**src/rtl/q3_logic.sv**
```systemverilog
// Registered 1-bit full adder: F1 = A^B^C, F2 = majority(A,B,C), one-cycle latency.
// Define Q3_COVERAGE_EN to build the input-combination coverage monitor (seen/all_seen).
module q3_logic (
  input  logic       clk,
  input  logic       rst_n,
  input  logic       in_valid,
  input  logic       A,
  input  logic       B,
  input  logic       C,
  output logic       F1,
  output logic       F2,
  output logic       out_valid,
  output logic [7:0] seen,
  output logic       all_seen
);

  logic f1_d, f1_q;
  logic f2_d, f2_q;
  logic out_valid_d, out_valid_q;

  // Sum/carry hold on idle cycles; only out_valid drops.
  always_comb begin
    f1_d        = f1_q;
    f2_d        = f2_q;
    out_valid_d = in_valid;
    if (in_valid) begin
      f1_d = A ^ B ^ C;
      f2_d = (A & B) | (A & C) | (B & C);
    end
  end

  always_ff @(posedge clk) begin
    if (!rst_n) begin
      f1_q        <= 1'b0;
      f2_q        <= 1'b0;
      out_valid_q <= 1'b0;
    end else begin
      f1_q        <= f1_d;
      f2_q        <= f2_d;
      out_valid_q <= out_valid_d;
    end
  end

  assign F1        = f1_q;
  assign F2        = f2_q;
  assign out_valid = out_valid_q;

`ifdef Q3_COVERAGE_EN
  logic [7:0] seen_d, seen_q;
  logic       all_seen_d, all_seen_q;

  // all_seen is derived from the next mask so it rises on the edge that fills the last bit.
  always_comb begin
    seen_d = seen_q;
    if (in_valid) seen_d[{A, B, C}] = 1'b1;
    all_seen_d = &seen_d;
  end

  always_ff @(posedge clk) begin
    if (!rst_n) begin
      seen_q     <= 8'h00;
      all_seen_q <= 1'b0;
    end else begin
      seen_q     <= seen_d;
      all_seen_q <= all_seen_d;
    end
  end

  assign seen     = seen_q;
  assign all_seen = all_seen_q;
`else
  assign seen     = 8'h00;
  assign all_seen = 1'b0;
`endif

endmodule

```
**config.mk**
```make
export PLATFORM = sky130hd
export DESIGN_NAME = q3_logic
export DESIGN_NICKNAME = d
export VERILOG_FILES = /design/src/rtl/q3_logic.sv
export SDC_FILE = /design/constraint.sdc
export NUM_CORES = 1
export LEC_CHECK = 0
export ABC_AREA = 0
export CORE_AREA = 2 2 39 41
export CTS_BUF_LIST = sky130_fd_sc_hd__clkbuf_8
export DETAILED_ROUTE_END_ITERATION = 16
export DIE_AREA = 0 0 41 43
export SLEW_MARGIN = 20
export SYNTH_ARGS = -nofsm -noshare
export SYNTH_HDL_FRONTEND = slang
export SYNTH_SLANG_ARGS = --single-unit
```
**constraint.sdc**
```tcl
create_clock -name clk -period 1.95 [get_ports clk]
set_clock_uncertainty 0.15 [all_clocks]
set_input_delay 0.195 -clock clk [delete_from_list [all_inputs] [get_ports clk]]
set_output_delay 0.195 -clock clk [all_outputs]
set_load 0.02 [all_outputs]
```
==> impl_metrics.ini, run 1 <==
[run_status]
run_status = complete, no violations

[timing]
pins_over_their_slew_limit = 0
finalHoldViolCount = 0
max_clock_freq_ghz = 0.673
grt_setup_unrepaired = no
finalSetupTns_ps = 0
setup_viol = 0
period_share_pct = 76.2
fin_crit_ps = 1490

[global_routing]
grt_overflow_total = 0
via_count_of_the_first_global_routing_pass = 126
grt_start_max_net_pins = 4
globalRouteTotalUtil_pct = 5.82
grt_pass1_wl_um = 510
grt.met3_usage_pct = 6.28
global_route_met1_utilization_pct = 4.82
busiest_layer = met4
antenna_found_initial = 0
groute.layer.met2.usage_pct = 5.94

[clocking]
clk_root_buffer_cell = sky130_fd_sc_hd__clkbuf_8
tritoncts = yes
post_cts_resized = 0
clockBufferDepth = 2
cts_buffers = 3
numClockSinks = 3
insertion_delay_ps = 210
clkSlewWorstSetupHoldPaths_ps = 30
post-cts-setup-buffers = 0
h_tree_levels = 1
cts_hold_repair.buffers = 0

[setup_path]
crit_path_max_incr_delay_ps = 610
timing_worst_setup_path_type = reg2out
worstSetupStartpointType = register
critical_path.endpoint_type = output port
worst_path_max_delay_cell = sky130_fd_sc_hd__clkdlybuf4s50_1
cp_num_buf_inv = 1
timing.critical_path.cells = clkdlybuf4s50_1
path_delay_family = buffers and inverters
worstPathMaxFanout = 2
crit_required_ps = 1600
cp_data_arrival_time_ps = 1140

[finish]
multi_input_area_sq_um = 93.8
layout.filler_cells = 166
design.final.nets = 38
sequential_cell_area_sq_um = 60.1
final_core_util_pct = 21.6
insertedDiodeCount = 0
layout-drive-gt1-share_pct = 13.3
areaGrowthSynthToFinish_pct = 56.2
stdcell_area_sq_um = 299

[run]
max_cap_violations = 0

[die]
core_sq_mm = 0.00138
die-height_um = 43
num_io_pins = 18
die_extent_in_x_um = 41
starting_density_of_the_core_pct = 13.8
floorplan.die_area_sq_mm = 0.00176
fp-row-count = 14

[detailed_routing]
wl_um = 332
drt_first_pass_iters = 1
wire_per_inst_um = 7.22
routed-via-count = 127
detailedRoute.firstIterationViolations = 0
via_per_inst = 2.76
drc_errors = 0
final_antenna_net_count = 0

[placed_design]
gp_congestion = 0.597
numPortBuffers = 8
post-dp-hpwl_um = 233
instance_area_at_placement_sq_um = 254

[logic_synthesis]
syn_area_sq_um = 191
synth-seq-cells = 3
syn_inst = 19
synth-warning-count = 0
mean_syn_cell_area_sq_um = 10.1
synthDistinctLibCells = 7
yosysSeqAreaShare_pct = 31.4

[pwr]
leakagePower_nw = 0.137
power.density_cell_area_mw_per_mm2 = 988
worst_ir_drop_vdd_uv = 252

[hold_path]
worst_hold_path_type = reg2reg
-- where the power goes --
group | switching, mW | internal, mW
logic | 0.0290 | 0.0222
clock network | 0.0419 | 0.134
registers | 0.00185 | 0.0663
-- cells in the final DEF (no fill, tap or decap) --
cell	instances
sky130_fd_sc_hd__and2_2	1
sky130_fd_sc_hd__fa_1	1
sky130_fd_sc_hd__dfxtp_1	3
sky130_fd_sc_hd__conb_1	9
sky130_fd_sc_hd__clkdlybuf4s50_1	8
sky130_fd_sc_hd__mux2i_1	2
sky130_fd_sc_hd__clkbuf_8	3
sky130_fd_sc_hd__nor2b_1	2
sky130_fd_sc_hd__inv_1	1
-- cell usage after synthesis --
cell,number,area share (%)
sky130_fd_sc_hd__dfxtp_1,3,31
sky130_fd_sc_hd__fa_1,1,10
sky130_fd_sc_hd__nor2b_1,2,6.5
sky130_fd_sc_hd__buf_4,9,35
sky130_fd_sc_hd__and2_2,1,3.9
sky130_fd_sc_hd__conb_1,1,2.0
sky130_fd_sc_hd__mux2i_1,2,10
-- worst paths after layout --
check                          to             from  cells past startpoint  slack [ps]
hold / removal    F1$_SDFFE_PN0P_  F1$_SDFFE_PN0P_                      2         360
setup reg to reg  F2$_SDFFE_PN0P_  F2$_SDFFE_PN0P_                      2        1210
hold reg to reg   F1$_SDFFE_PN0P_  F1$_SDFFE_PN0P_                      2         360
setup / recovery               F2  F2$_SDFFE_PN0P_                      1         460
-- logic make-up (layout without fill, tap and decap cells) --
kind of cell  after synthesis  in the layout  share of synthesized area [%]
mux                         2              2                           10.5
simple gates                3              3                           10.5
fa+ha+maj                   1              1                           10.5
other cells                 1              9                           1.96
flops                       3              3                           31.4
buf+inv                     9             12                           35.3
-- metrics by stage --
| stage | std cells | hold slack, ps | setup slack, ps | power, mW |
|---|---|---|---|---|
| 2_1_floorplan | 27 | 173 | 862 | 0.112 |
| 3_3_place_gp | 42 | 349 | 375 | 0.120 |
| 3_5_place_dp | 42 | 358 | 373 | 0.121 |
| 4_1_cts | 46 | 366 | 453 | 0.304 |
| 5_1_grt | 46 | 385 | 438 | 0.313 |
| 6_report | 46 | 357 | 464 | 0.295 |
-- sequential cells by signal, indices dropped and copies added, names as in the netlist --
name       flops
F1             1
F2             1
out_valid      1
-- cell type report --
type | instances | area share, %
clock inverter | 1 | 1.26
timing repair buffer | 8 | 26.8
tap | 16 | 6.69
sequential | 3 | 20.1
multi-input combinational | 15 | 31.4
clock buffer | 3 | 13.8
-- per-layer routing --
layer | vias to the layer above | routed length (um)
met4 | 0 | 0
met2 | 8 | 165
met5 | - | 0
met1 | 58 | 133
li1 | 61 | -
met3 | 0 | 34
(Power assumes the default switching activity.)
==> inputs of run 2 (changes only) <==
clock period = 1.45 ns   (was 1.95 ns; I/O delays follow)
==> impl_metrics.ini, run 2 (synthesis results as in run 1) <==
[timing]
grt_setup_unrepaired = no
fin_crit_ps = 1400
period_share_pct = 96.8
setup_viol = 0
finalHoldViolCount = 0
pins_over_their_slew_limit = 0
fin_ws_ps = 47.0
max_clock_freq_ghz = 0.713

[global_routing]
grt_pass1_wl_um = 510
antenna_found_initial = 0
grt_start_max_net_pins = 4
grt_overflow_total = 0
via_count_of_the_first_global_routing_pass = 126
globalRouteTotalUtil_pct = 5.82

[detailed_routing]
via_per_inst = 2.76
drt_first_pass_iters = 1
drc_errors = 0
wl_um = 338
detailedRoute.firstIterationViolations = 0
final_antenna_net_count = 0
wire_per_inst_um = 7.35
routed-via-count = 127

[setup_path]
crit_required_ps = 1150
critical_path.endpoint_type = output port
reg2reg_setup_slack_ps = 710
worst_path_max_delay_cell = sky130_fd_sc_hd__clkdlybuf4s50_1
cp_data_arrival_time_ps = 1110
startpoint = out_valid$_SDFF_PN0_
path_delay_family = buffers and inverters
timing.critical_path.cells = clkdlybuf4s50_1
crit_path_max_incr_delay_ps = 590
cp-endpoint = out_valid
cp_num_buf_inv = 1
worstPathMaxFanout = 1
critical_path.reg2reg.startpoint = F2$_SDFFE_PN0P_
worstSetupStartpointType = register
number_of_cells_on_the_worst_reg_to_reg_path = 2
worst_r2r_endpoint = F2$_SDFFE_PN0P_
timing_worst_setup_path_type = reg2out
worstSetupPathDepth = 1

[die]
die-height_um = 43
num_io_pins = 18
floorplan.die_area_sq_mm = 0.00176
starting_density_of_the_core_pct = 13.8
fp-row-count = 14
die_extent_in_x_um = 41
core_sq_mm = 0.00138

[hold_path]
hold_path_depth = 2
worst_hold_path_type = reg2reg

[pwr]
leakagePower_nw = 0.168
report.power.total_mw = 0.396
worst_ir_drop_vdd_uv = 338
power.density_cell_area_mw_per_mm2 = 1300

[clocking]
numClockSinks = 3
cts_hold_repair.buffers = 0
clockBufferDepth = 2
clkSlewWorstSetupHoldPaths_ps = 30
insertion_delay_ps = 210
clk_root_buffer_cell = sky130_fd_sc_hd__clkbuf_8
tritoncts = yes
cts_buffers = 3
h_tree_levels = 1

[finish]
most_used_cells_in_the_layout_excluding_fill_and_tap_cells = 9 x sky130_fd_sc_hd__conb_1, 6 x sky130_fd_sc_hd__clkdlybuf4s50_1, 3 x sky130_fd_sc_hd__dfxtp_1, 3 x sky130_fd_sc_hd__clkbuf_8
insertedDiodeCount = 0
layout-drive-gt1-share_pct = 13.3
design.final.nets = 38
layout_commonest_cell = sky130_fd_sc_hd__conb_1
areaGrowthSynthToFinish_pct = 58.8

[placed_design]
post-dp-hpwl_um = 233
gp_congestion = 0.597
placement.setup.worst_slack_ps = -77.0
numPortBuffers = 8

[run_status]
run_status = complete, no violations

[run]
max_cap_violations = 0
==> run 2: power by group <==
part           switching (mW)  internal [mW]
clock                  0.0563          0.180
combinational          0.0390         0.0289
sequential            0.00243         0.0892
total                  0.0977          0.298
==> run 2: routing by layer <==
| metal | global-route usage, % | wire length, um | vias up |
|---|---|---|---|
| met2 | 5.94 | 167 | 8 |
| met5 | 0 | 0 | - |
| met4 | 8.00 | 0 | 0 |
| li1 | - | - | 61 |
| met3 | 6.28 | 35 | 0 |
| met1 | 4.82 | 134 | 58 |
==> run 2: metrics by stage <==
stage          cells  hold slack, ps  setup TNS (ps)  utilization (%)  cell area (sq um)
2_1_floorplan     27             123               0                -                221
3_5_place_dp      42             358           -97.2             18.4                254
5_1_grt           46             381               0             22.0                304
3_3_place_gp      42             349           -97.3             18.4                254
6_report          46             357               0             22.0                304
4_1_cts           46             366               0             21.6                299
==> run 2: how the worst min path moves through the flow <==
stage	start	endpoint
after floorplan	rst_n	F1$_SDFFE_PN0P_
after global placement	F1$_SDFFE_PN0P_	F1$_SDFFE_PN0P_
after detailed placement	F1$_SDFFE_PN0P_	F1$_SDFFE_PN0P_
after CTS	F1$_SDFFE_PN0P_	F1$_SDFFE_PN0P_
after global routing	F1$_SDFFE_PN0P_	F1$_SDFFE_PN0P_
final	F1$_SDFFE_PN0P_	F1$_SDFFE_PN0P_
==> run 2: what timing repair did <==
item                       in CTS  in global routing
resized for setup               0                  2
setup buffers                   0                  0
setup endpoints to repair       0                  2
==> run 2: final cells by class <==
| type | instances | area, sq um |
|---|---|---|
| clock buffers | 3 | 41.3 |
| clock inverters | 1 | 3.75 |
| fillers | 166 | 1080 |
| multi-input cells | 15 | 93.8 |
| flip-flops and latches | 3 | 60.1 |
| well taps | 16 | 20.0 |
| repair buffers | 8 | 85.1 |
==> inputs of run 3 (changes only) <==
HOLD_SLACK_MARGIN = 0.12   (was default)
RECOVER_POWER = 50   (was default)
==> impl_metrics.ini, run 3 (synthesis results as in run 1) <==
[hold_path]
hold_path_depth = 2
worst_hold_path_type = reg2reg

[run_status]
run_status = complete, no violations

[die]
starting_density_of_the_core_pct = 13.8
core_sq_mm = 0.00138
floorplan.die_area_sq_mm = 0.00176
num_io_pins = 18
die_extent_in_x_um = 41
die-height_um = 43
fp-row-count = 14

[run]
max_cap_violations = 0

[pwr]
worst_ir_drop_vdd_uv = 338
net-switching-power_mw = 0.0978
leakagePower_nw = 0.133
power.density_cell_area_mw_per_mm2 = 1370
clockPowerShare_pct = 60.5
combinationalPowerShare_pct = 16.1
internal_power_mw = 0.293
power_switching_share_pct = 25.0
seqPwrFrac_pct = 23.4

[setup_path]
crit_path_max_incr_delay_ps = 590
worstSetupPathDepth = 1
cp_num_buf_inv = 1
cp_data_arrival_time_ps = 1110
startpoint = out_valid$_SDFF_PN0_
timing.critical_path.cells = clkdlybuf4s50_1
worstPathMaxFanout = 1
critical_path.endpoint_type = output port
reg2reg_setup_slack_ps = 710
worst_r2r_endpoint = F2$_SDFFE_PN0P_
path_delay_family = buffers and inverters
critical_path.reg2reg.startpoint = F2$_SDFFE_PN0P_
worst_path_max_delay_cell = sky130_fd_sc_hd__clkdlybuf4s50_1
cp-endpoint = out_valid
crit_required_ps = 1150
timing_worst_setup_path_type = reg2out
worstSetupStartpointType = register
number_of_cells_on_the_worst_reg_to_reg_path = 2

[timing]
max_clock_freq_ghz = 0.713
finalSetupTns_ps = 0
grt_setup_unrepaired = no
worst_hold_slack_ps = 361
fin_crit_ps = 1400
setup_viol = 0
pins_over_their_slew_limit = 0
fin_ws_ps = 47.2
period_share_pct = 96.7
finalHoldViolCount = 0

[finish]
layout-drive-gt1-share_pct = 13.3
layout.filler_cells = 166
areaGrowthSynthToFinish_pct = 49.7
design.final.nets = 38
count_of_placed_standard_cells_in_the_final_layout_fillers_left_out = 46
layout_commonest_cell = sky130_fd_sc_hd__conb_1
insertedDiodeCount = 0
most_used_cells_in_the_layout_excluding_fill_and_tap_cells = 9 x sky130_fd_sc_hd__conb_1, 5 x sky130_fd_sc_hd__clkdlybuf4s50_1, 3 x sky130_fd_sc_hd__dfxtp_1, 3 x sky130_fd_sc_hd__clkbuf_8

[placed_design]
numPortBuffers = 8
post-dp-hpwl_um = 233
placement.setup.worst_slack_ps = -77.0
gp_congestion = 0.597
placed_cells_incl_taps = 42

[clocking]
h_tree_levels = 1
clk_root_buffer_cell = sky130_fd_sc_hd__clkbuf_8
insertion_delay_ps = 210
tritoncts = yes
cts_buffers = 3
post-cts-setup-buffers = 0
clockBufferDepth = 2
numClockSinks = 3
clkSlewWorstSetupHoldPaths_ps = 30

[global_routing]
antenna_found_initial = 0
via_count_of_the_first_global_routing_pass = 126
grt_overflow_total = 0
grt_start_max_net_pins = 4
globalRouteTotalUtil_pct = 5.82
grt_pass1_wl_um = 510

[detailed_routing]
drt_first_pass_iters = 1
via_per_inst = 2.76
wire_per_inst_um = 7.20
detailedRoute.firstIterationViolations = 0
drc_errors = 0
wl_um = 331
final_antenna_net_count = 0
routed-via-count = 127
run 3: cell types whose count changed in the layout (fill, tap and decap cells not counted), sizes merged:
| cell | before | now |
|---|---|---|
| clkbuf | 3 | 5 |
| dlymetal6s2s | 2 | 0 |
| clkdlybuf4s50 | 6 | 5 |
| dlygate4sd3 | 0 | 1 |
run 3: how the worst min path moves through the flow:
stage / startpoint / end
3_3_place_gp: F1$_SDFFE_PN0P_ / F1$_SDFFE_PN0P_
5_1_grt: F1$_SDFFE_PN0P_ / F1$_SDFFE_PN0P_
3_5_place_dp: F1$_SDFFE_PN0P_ / F1$_SDFFE_PN0P_
4_1_cts: F1$_SDFFE_PN0P_ / F1$_SDFFE_PN0P_
2_1_floorplan: rst_n / F1$_SDFFE_PN0P_
6_report: F1$_SDFFE_PN0P_ / F1$_SDFFE_PN0P_
run 3: layout make-up:
| class | instances | area [sq um] | share of cell area [%] |
|---|---|---|---|
| Clock buffer | 3 | 41.3 | 14.4 |
| Clock inverter | 1 | 3.75 | 1.31 |
| Multi-Input combinational cell | 15 | 93.8 | 32.8 |
| Sequential cell | 3 | 60.1 | 21.0 |
| Tap cell | 16 | 20.0 | 6.99 |
| Timing Repair Buffer | 8 | 67.6 | 23.6 |
run 3: tightest hold or removal path: stages (launching register included):
cell and delay, ps:
sky130_fd_sc_hd__dfxtp_1 320, sky130_fd_sc_hd__mux2i_1 70, sky130_fd_sc_hd__nor2b_1 90
run 3: stage by stage:
stage | total power, mW | area, sq um | utilization, %
floorplan | 0.150 | 221 | -
detailed placement | 0.162 | 254 | 18.4
global placement | 0.162 | 254 | 18.4
finish | 0.391 | 287 | 20.7
CTS | 0.409 | 299 | 21.6
global route | 0.415 | 287 | 20.7
run 3: per-layer routing:
metal  vias to the layer above  wire length [um]  global-route usage (%)  part of all wire (%)
met5                         -                 0                       0                     0
met4                         0                 0                    8.00                     0
met3                         0                36                    6.28                    11
met2                         8               165                    5.94                    50
met1                        58               128                    4.82                    39
li1                         61                 -                       -                     -
run 3: repair_timing:
action                                  in CTS  in global routing
hold buffers                                 0                  0
endpoints found under the setup margin       0                  2
resized for setup                            0                  2
run 3: power by group through the flow:
stage	combinational [mW]	sequential, mW	clock (mW)
2_1_floorplan	0.0500	0.100	0
3_3_place_gp	0.0693	0.0925	0
3_5_place_dp	0.0693	0.0929	0
4_1_cts	0.0699	0.0919	0.247
5_1_grt	0.0690	0.0921	0.254
6_report	0.0629	0.0917	0.237
==> variant (config.mk and constraints of run 1) <==
Remove the register `out_valid_q`: a continuous assignment takes its place, so the output `out_valid` follows one clock earlier.
--- a/src/rtl/q3_logic.sv
+++ b/src/rtl/q3_logic.sv
@@ -34,11 +34,11 @@
       f1_q        <= 1'b0;
       f2_q        <= 1'b0;
-      out_valid_q <= 1'b0;
     end else begin
       f1_q        <= f1_d;
       f2_q        <= f2_d;
-      out_valid_q <= out_valid_d;
     end
   end
+
+  assign out_valid_q = out_valid_d;
 
   assign F1        = f1_q;
Formal check against the unedited RTL: not equivalent (a bounded check fails within 4 cycles, from zero or initial values and one cycle with rst_n low).
==> variant against run 1 <==
Final area is 10% lower; routed wire length is 4.8% lower; power is 13% lower; area after synthesis is 10% lower; worst setup slack worse by 0.22 ns; sequential cell count is 1 lower; hold slack better by 0.038 ns; first-iteration DRC count is 1 higher; combinational power hardly changed; clock power is 9.7% lower; global-route usage is 0.91 points lower; critical endpoint is now out_valid; largest cell class unchanged; highest routed layer is now met4.
==> variant: results (changes against run 1) <==
- Top routing layer in use: met4 (was met3)
- Detailed route wirelength on metal3: 55 µm (was 34 µm)
- Number of antenna violations at the first check in global routing: 0 (unchanged)
- Hold Vio Cnt, Final: 0 (unchanged)
- Total wire length after detailed routing: 316 µm (was 332 µm)
- Post-synthesis sequential area ratio: 0.234 (was 0.314)
- Portion of netlist area occupied by mux cells: 0.117 (was 0.105)
- Met2 GRT Util: 0.0375 (was 0.0594)
- HPWL reported at the end of detailed placement: 236 µm (was 233 µm)
- Maximum ir drop on the vdd rail: 0.352 mV (was 0.252 mV)
- 1st-iter DRT viols: 1 (was 0)
- Synth area leaders: sky130_fd_sc_hd__buf_4, sky130_fd_sc_hd__dfxtp_1, sky130_fd_sc_hd__fa_1 (unchanged)
- Outcome: completed (unchanged)
- Met1 capacity usage during global routing: 0.0513 (was 0.0482)
- Layout cell share with drive strength beyond 1: 0.111 (was 0.133)
- Adder-cell area share of the yosys netlist: 0.117 (was 0.105)
- Via count of the first global-routing pass: 114 (was 126)
- Peak fanout along the critical path: 3 (was 2)
- Final nets: 36 (was 38)
- Worst setup slack before clock tree synthesis: 0.251 ns (was 0.373 ns)
- Data arrival time of the critical path: 1.36 ns (was 1.14 ns)
- Total of fill cells in the finished design: 158 (was 166)
- CTS H-tree lvls: 1 (unchanged)
- Buffer depth of the longest clock path: 2 (unchanged)
- Detailed route wirelength on metal2: 96 µm (was 165 µm)
- Post-synthesis cell type count: 6 (was 7)
- Top post-synthesis cells by count: sky130_fd_sc_hd__buf_4, sky130_fd_sc_hd__dfxtp_1, sky130_fd_sc_hd__mux2i_1, sky130_fd_sc_hd__nor2b_1 (unchanged)
- Crit path largest cell delay: 0.63 ns (was 0.61 ns)
- Share of total power in sequential cells: 0.182 (was 0.231)
- Power dissipated in combinational cells: 51.3 µW (was 51.2 µW)
- First-pass iteration count of the detailed router: 2 (was 1)
- Power density of the placed cells: 961 nW/µm² (was 988 nW/µm²)
- Total GRT Usage: 0.0491 (was 0.0582)
- Via density per instance: 2.60 (was 2.76)
- First-pass GRT wire length: 462 µm (was 510 µm)
- Pin count of the biggest net entering global routing: 4 (unchanged)
- Final weighted congestion in routability-driven placement: 0.536 (was 0.597)
variant: cell types whose count changed after synthesis, sizes merged:
| cell | delta |
|---|---|
| and2 | -1 |
| buf | +1 |
| dfxtp | -1 |
variant: final timing paths:
check	slack (ns)	startpoint	cells past startpoint	to
worst max-delay path	0.25	in_valid	2	out_valid
worst min-delay path	0.39	F2	2	F2
worst max register to register	1.18	F2	2	F2
worst min register to register	0.39	F2	2	F2
variant: layout make-up:
type	count	area (µm²)	share of cell area
Multi-Input combinational cell	14	86.3	0.322
Timing Repair Buffer	8	80.1	0.299
Clock buffer	3	41.3	0.154
Sequential cell	2	40.0	0.150
Tap cell	16	20.0	0.0748
variant: stage by stage:
step | std cells | util | hold WS, ns | area, µm²
final | 43 | 0.193 | 0.395 | 268
after global routing | 43 | 0.193 | 0.424 | 268
after CTS | 43 | 0.193 | 0.386 | 268
after detailed placement | 40 | 0.164 | 0.375 | 226
after global placement | 40 | 0.164 | 0.401 | 226
after floorplan | 26 | - | 0.173 | 201
